<file path="src/rtl/cordic_angle_accum_pkg.sv">
// Shared constants for the angle accumulator: arctangent table, quadrant codes,
// and a helper that rescales the 16-bit table to other angle widths.
package cordic_pkg;

    localparam int ATAN_LEN   = 16;
    localparam int ATAN_REF_W = 16;

    // round(atan(2^-k) / (2*pi) * 2^16)
    localparam logic [15:0] ATAN16 [ATAN_LEN] = '{
        16'd8192, 16'd4836, 16'd2555, 16'd1297,
        16'd651,  16'd326,  16'd163,  16'd81,
        16'd41,   16'd20,   16'd10,   16'd5,
        16'd3,    16'd1,    16'd1,    16'd0
    };

    typedef enum logic [1:0] {
        QUAD_I   = 2'd0,
        QUAD_II  = 2'd1,
        QUAD_III = 2'd2,
        QUAD_IV  = 2'd3
    } quad_e;

    // Each quadrant step is a quarter turn: quad * 2^(ANG_W-2).
    localparam int QUAD_SHIFT_FROM_MSB = 2;

    function automatic logic [31:0] atan_scaled(input int k, input int ang_w);
        logic [31:0] base;
        if (k < 0 || k >= ATAN_LEN) begin
            return 32'd0;
        end
        base = {16'd0, ATAN16[k]};
        if (ang_w >= ATAN_REF_W) begin
            return base << (ang_w - ATAN_REF_W);
        end
        return (base + (32'd1 << (ATAN_REF_W - ang_w - 1))) >> (ATAN_REF_W - ang_w);
    endfunction

endpackage

</file>
<file path="src/rtl/cordic_angle_accum_if.sv">
// Sample/flag input and angle output bundle for cordic_angle_accum.
// quad_in exists only when CORDIC_QUAD_EN is defined.
interface cordic_angle_accum_if #(
    parameter int NSTAGE = 8,
    parameter int ANG_W  = 16
);
    // Valid-only protocol: in_valid marks one sample per cycle and out_valid is a
    // one-cycle strobe per result; there is no ready, the pipe never stalls.
    logic              in_valid;
    logic [NSTAGE-1:0] cmp_bits;
`ifdef CORDIC_QUAD_EN
    logic [1:0]        quad_in;
`endif
    logic              out_valid;
    logic [ANG_W-1:0]  out_angle;

`ifdef CORDIC_QUAD_EN
    modport master (output in_valid, cmp_bits, quad_in, input out_valid, out_angle);
    modport slave  (input in_valid, cmp_bits, quad_in, output out_valid, out_angle);
`else
    modport master (output in_valid, cmp_bits, input out_valid, out_angle);
    modport slave  (input in_valid, cmp_bits, output out_valid, out_angle);
`endif

endinterface

</file>
<file path="src/rtl/cordic_angle_accum_slot.sv">
// One accumulator stage: valid bit, partial angle sum and (with CORDIC_QUAD_EN)
// the quadrant code travelling alongside the sample.
module cordic_acc_slot #(
    parameter int               ANG_W  = 16,
    parameter logic [ANG_W-1:0] ATAN_K = '0
) (
    input  logic             clock,
    input  logic             reset,
    input  logic             vld_i,
    input  logic [ANG_W-1:0] acc_i,
    input  logic             cmp_i,
`ifdef CORDIC_QUAD_EN
    input  logic [1:0]       quad_i,
    output logic [1:0]       quad_o,
`endif
    output logic             vld_o,
    output logic [ANG_W-1:0] acc_o
);

    logic             vld_d, vld_q;
    logic [ANG_W-1:0] acc_d, acc_q;

    always_comb begin
        vld_d = vld_i;
        acc_d = acc_i + (cmp_i ? ATAN_K : '0);
    end

    always_ff @(posedge clock) begin
        if (reset) begin
            vld_q <= 1'b0;
            acc_q <= '0;
        end else begin
            vld_q <= vld_d;
            acc_q <= acc_d;
        end
    end

    assign vld_o = vld_q;
    assign acc_o = acc_q;

`ifdef CORDIC_QUAD_EN
    logic [1:0] quad_d, quad_q;

    always_comb begin
        quad_d = quad_i;
    end

    always_ff @(posedge clock) begin
        if (reset) begin
            quad_q <= 2'd0;
        end else begin
            quad_q <= quad_d;
        end
    end

    assign quad_o = quad_q;
`endif

endmodule

</file>
<file path="src/rtl/cordic_angle_accum.sv">
// Re-aligns the skewed per-stage compare flags of the XY CORDIC and sums the
// arctangents of rotated stages into one binary angle per sample. Macro CORDIC_QUAD_EN adds quadrant offset.
module cordic_angle_accum
    import cordic_pkg::*;
#(
    parameter int NSTAGE = 8,
    parameter int ANG_W  = 16
) (
    input  logic                  clock,
    input  logic                  reset,
    cordic_angle_accum_if.slave   bus
);

    if (NSTAGE > ATAN_LEN) begin : g_bad_nstage
        $error("cordic_angle_accum: NSTAGE exceeds ATAN table length");
    end

    // Stage k's flag arrives one cycle after its input edge, so the valid bit is
    // registered once before slot 0 to line it up with cmp_bits[0].
    logic launch_vld_d, launch_vld_q;

    logic             vld_c [NSTAGE+1];
    logic [ANG_W-1:0] acc_c [NSTAGE+1];

    always_comb begin
        launch_vld_d = bus.in_valid;
    end

    always_ff @(posedge clock) begin
        if (reset) begin
            launch_vld_q <= 1'b0;
        end else begin
            launch_vld_q <= launch_vld_d;
        end
    end

    assign vld_c[0] = launch_vld_q;
    assign acc_c[0] = '0;

`ifdef CORDIC_QUAD_EN
    logic [1:0] launch_quad_d, launch_quad_q;
    logic [1:0] quad_c [NSTAGE+1];

    always_comb begin
        launch_quad_d = bus.quad_in;
    end

    always_ff @(posedge clock) begin
        if (reset) begin
            launch_quad_q <= 2'd0;
        end else begin
            launch_quad_q <= launch_quad_d;
        end
    end

    assign quad_c[0] = launch_quad_q;
`endif

    for (genvar k = 0; k < NSTAGE; k++) begin : g_slot
        localparam logic [31:0] ATAN_FULL = atan_scaled(k, ANG_W);

        cordic_acc_slot #(
            .ANG_W  (ANG_W),
            .ATAN_K (ATAN_FULL[ANG_W-1:0])
        ) u_slot (
            .clock  (clock),
            .reset  (reset),
            .vld_i  (vld_c[k]),
            .acc_i  (acc_c[k]),
            .cmp_i  (bus.cmp_bits[k]),
`ifdef CORDIC_QUAD_EN
            .quad_i (quad_c[k]),
            .quad_o (quad_c[k+1]),
`endif
            .vld_o  (vld_c[k+1]),
            .acc_o  (acc_c[k+1])
        );
    end

    logic             out_valid_d, out_valid_q;
    logic [ANG_W-1:0] out_angle_d, out_angle_q;

    always_comb begin
        out_valid_d = vld_c[NSTAGE];
        out_angle_d = out_angle_q;
        if (vld_c[NSTAGE]) begin
`ifdef CORDIC_QUAD_EN
            out_angle_d = acc_c[NSTAGE]
                        + {quad_c[NSTAGE], {(ANG_W-QUAD_SHIFT_FROM_MSB){1'b0}}};
`else
            out_angle_d = acc_c[NSTAGE];
`endif
        end
    end

    always_ff @(posedge clock) begin
        if (reset) begin
            out_valid_q <= 1'b0;
            out_angle_q <= '0;
        end else begin
            out_valid_q <= out_valid_d;
            out_angle_q <= out_angle_d;
        end
    end

    assign bus.out_valid = out_valid_q;
    assign bus.out_angle = out_angle_q;

endmodule
</file>
<file path="src/flat_wrapper.sv">
// flat-port wrapper written by rule: the top's interface ports become plain ports
module cordic_angle_accum_flat import cordic_pkg::*;
#(
    parameter int NSTAGE = 8,
    parameter int ANG_W  = 16
)
  (clock, reset, bus_in_valid, bus_cmp_bits, bus_out_valid, bus_out_angle);
  cordic_angle_accum_if #(.NSTAGE(NSTAGE), .ANG_W(ANG_W)) bus_i ();
  input  logic clock;
  input  logic reset;
  input wire logic [$bits(bus_i.in_valid)-1:0] bus_in_valid;
  input wire logic [$bits(bus_i.cmp_bits)-1:0] bus_cmp_bits;
  output wire logic [$bits(bus_i.out_valid)-1:0] bus_out_valid;
  output wire logic [$bits(bus_i.out_angle)-1:0] bus_out_angle;
  assign bus_i.in_valid = bus_in_valid;
  assign bus_i.cmp_bits = bus_cmp_bits;
  assign bus_out_valid = bus_i.out_valid;
  assign bus_out_angle = bus_i.out_angle;
  cordic_angle_accum #(.NSTAGE(NSTAGE), .ANG_W(ANG_W)) u_core (.clock(clock), .reset(reset), .bus(bus_i));
endmodule
</file>
<file path="config.mk">
export PLATFORM = sky130hd
export DESIGN_NAME = cordic_angle_accum_flat
export DESIGN_NICKNAME = d
export VERILOG_FILES = /design/src/rtl/cordic_angle_accum_pkg.sv /design/src/rtl/cordic_angle_accum_if.sv /design/src/rtl/cordic_angle_accum_slot.sv /design/src/rtl/cordic_angle_accum.sv /design/src/flat_wrapper.sv
export SDC_FILE = /design/constraint.sdc
export NUM_CORES = 1
export LEC_CHECK = 0
export CORE_ASPECT_RATIO = 1.5
export CORE_MARGIN = 1.5
export CORE_UTILIZATION = 59
export CTS_CLUSTER_DIAMETER = 120
export DETAILED_ROUTE_END_ITERATION = 16
export PLACE_DENSITY = 0.79
export SYNTH_ARGS = -nofsm -noshare
export SYNTH_HDL_FRONTEND = slang
export SYNTH_SLANG_ARGS = --single-unit
</file>
<file path="constraint.sdc">
create_clock -name clock -period 2.4 [get_ports clock]
set_clock_uncertainty 0.1 [all_clocks]
set_input_delay 0.48 -clock clock [delete_from_list [all_inputs] [get_ports clock]]
set_output_delay 0.48 -clock clock [all_outputs]
set_load 0.01 [all_outputs]
</file>
==> metrics.txt <==
status=finished, final reports clean; Hold Slack=0.3349 ns; initial antenna violation count=0; met2 Use GR=0.4980; Placed Cells=684; Synth area leader=dfxtp_1; Post-synth EDFFs=0; area growth from synthesis to layout=26.30%; Finish-stage setup viols=0; clock buffer depth=2; IO buf count=27; Critical Path RT=2.63 ns; Mapped Area=5019 um2; CP Launch Point=bus_cmp_bits[6]; share of layout cells above drive strength 1=0.1836; RSZ-0062 raised after global routing=no; CTS Hold Bufs=0; Ys Warns=0; highest net fanout along the worst path=5; ANT nets after route=0; VDD IR max=0.6145 mV; drt first pass iters=4; worst skew pair latency=0.41 ns; Clock transition at path regs=0.05 ns; Synth area leaders=dfxtp_1 46%, ha_1 7.0%, nor2b_1 4.5%; worst hold start=u_core.g_slot[4].u_slot.vld_o; Die ar.=9080 um2; worst min path class=reg -> reg; Max-slew headroom=0.6236; CP endpoint kind=register; met1 Usage GRT=0.1995; Nets=639; TritonCTS clock tree=yes; Fin. Hold Viols=0; DP HPWL=7.067 mm; total power=4.832 mW; core area=8310 um2; number of global-route vias before repair=3997; Leak=2.517 nW; reg-to-reg startpoint=u_core.g_slot[5].u_slot.acc_o[0]; met3 Resource Use GR=0.05433; FF-to-FF path depth=7; placer congestion estimate=0.8772; Clock Sinks=116; drt wl/cell=14.34 um; Yosys top cell area share=0.4627; worst hold stages=1; syn_nets=559; worst slew pin tran=0.5646 ns; Root Driver=clkbuf_16; antenna cells=0; CP Class=in -> reg; Synth Flop Type=dfxtp_1; flop-to-flop setup slack=0.18 ns; initial core utilization=0.6039; via count=4021; Final period util=0.9319; Data arrival, critical path=2.47 ns; syn avg cell area=9.707 um2; min Tclk post-route=2.237 ns; Fillers=575; # rows=41; H-tree depth=4; Synth Register Bits=116; largest net degree at the start of global routing=56; total grt overflow=0; FF-to-FF End=u_core.g_slot[6].u_slot.acc_o[12]; first-pass GRT wire length=17.02 mm; final WL=10.28 mm; Synth async-reset ratio=0; residual DRC count=0; crit path launch type=input pin; f_max=447.1 MHz; Tot GR Track Use=0.2431; Syn Inst Count=517; Starting DRT DRC Count=99; die width=78.31 um; Chip Height=116.0 um; sequential share of the synthesized area=0.4627; Inserted Clock Buffers=17; max cap viols=0; pre-CTS setup slack=-0.4731 ns; I/O pins=28; vias per cell=5.608; worst setup margin=0.1634 ns; post-synth cell types=54; busiest metal layer after global routing=met2; Hold Crit Endpoint=u_core.g_slot[5].u_slot.vld_o; Final Max Tran Viols=0; PD cells=762.3 nW/um2; Non-Filler Instances=717
-- final cells by class --
type	count	area, um2	area share
clock buffer	22	464.2	0.07323
clock inverter	10	106.4	0.01678
inverter	22	82.58	0.01303
multi-input combinational	362	2562	0.4043
sequential	116	2322	0.3664
tap	107	133.9	0.02112
timing repair buffer	78	666.9	0.1052
-- cell usage in the layout (no fill, tap or decap), drive strengths merged, types with 4 or more instances in the layout --
cell type,n
dfxtp,116
nor2,58
buf,52
nor2b,36
a21oi,36
ha,28
clkdlybuf4s50,23
inv,22
clkbuf,22
xor2,18
nand2,17
o21ai,17
mux2i,16
nand3,15
or3,14
a31oi,11
nand4,8
o31ai,8
or4,8
xnor2,7
mux2,7
clkinv,7
and3,7
nor3,6
a21o,5
and4,4
-- Yosys cell counts, types with 2 or more instances --
cell / n
a211oi_1: 3
a21boi_0: 2
a21o_1: 5
a21oi_1: 35
a31o_2: 3
a31oi_1: 10
and3_1: 5
and3_2: 2
and4_1: 4
buf_2: 5
clkbuf_1: 7
clkbuf_8: 2
dfxtp_1: 116
fa_1: 3
ha_1: 28
inv_1: 22
mux2_2: 7
mux2i_1: 16
nand2_1: 17
nand2b_1: 3
nand3_1: 15
nand4_1: 8
nand4b_1: 2
nor2_1: 58
nor2b_1: 36
nor3_1: 6
nor3b_1: 3
o21a_1: 3
o21ai_0: 17
o31ai_1: 8
or3_1: 12
or3_2: 2
or4_1: 8
xnor2_1: 7
xor2_1: 18
-- report_power, final --
group / internal, mW / total [mW] / switching [mW]
Combinational: 0.176 / 0.362 / 0.186
Sequential: 2.01 / 2.08 / 0.0701
Clock: 1.57 / 2.39 / 0.822
-- how the worst max path moves through the flow --
stage	to	slack, ns	cells after the start
final	u_core.g_slot[6].u_slot.acc_o[12]	0.16	8
after global routing	u_core.g_slot[6].u_slot.acc_o[12]	0.1	8
after floorplan	u_core.g_slot[4].u_slot.acc_o[12]	0.14	7
after detailed placement	u_core.g_slot[6].u_slot.acc_o[12]	-0.47	8
after CTS	u_core.g_slot[5].u_slot.acc_o[15]	0.02	8
after global placement	u_core.g_slot[4].u_slot.acc_o[12]	-0.37	8
-- state kept, by name (all words and copies together) (netlist names) --
name and flops:
u_core.g_slot.u_slot.acc_o 90, u_core.bus.out_angle 16, u_core.g_slot.u_slot.vld_o 8, u_core.bus.out_valid 1, u_core.launch_vld_q 1
-- metal layers --
metal | part of all wire | vias to the layer above
li1 | - | 1978
met1 | 0.35 | 1909
met2 | 0.58 | 94
met3 | 0.029 | 40
met4 | 0.039 | 0
met5 | 0 | -
-- repair_timing --
action / in CTS / in global routing
cloned: 0 / 0
setup endpoints to repair: 3 / 6
pin swaps: 1 / 4
gates resized for setup: 4 / 10
buffers inserted: 1 / 0
-- critical path, cell delays in order --
cell           delay (ns)
dlygate4sd2_1        0.26
ha_2                 0.21
inv_1                0.05
fa_1                 0.37
and2b_2              0.28
a41oi_4              0.15
or4_1                0.51
a21oi_1              0.15
-- kinds of logic (layout without fill, tap and decap cells) --
| logic type | after synthesis | after routing | synth area share |
|---|---|---|---|
| fa+ha+maj | 31 | 31 | 0.08178 |
| mux | 23 | 23 | 0.04762 |
| compound gates | 97 | 97 | 0.1301 |
| buf+inv | 39 | 132 | 0.03665 |
| xor+xnor | 25 | 25 | 0.04363 |
| flops | 116 | 116 | 0.4627 |
| simple gates | 186 | 186 | 0.1975 |
-- stage by stage --
stage / setup TNS, ns / area (um2) / util
floorplan: 0 / 5019 / -
global placement: -5.078 / 5707 / 0.6867
detailed placement: -7.475 / 5707 / 0.6867
CTS: 0 / 6296 / 0.7576
global route: 0 / 6339 / 0.7627
finish: 0 / 6339 / 0.7627
Power figures use the tool's default switching activity.
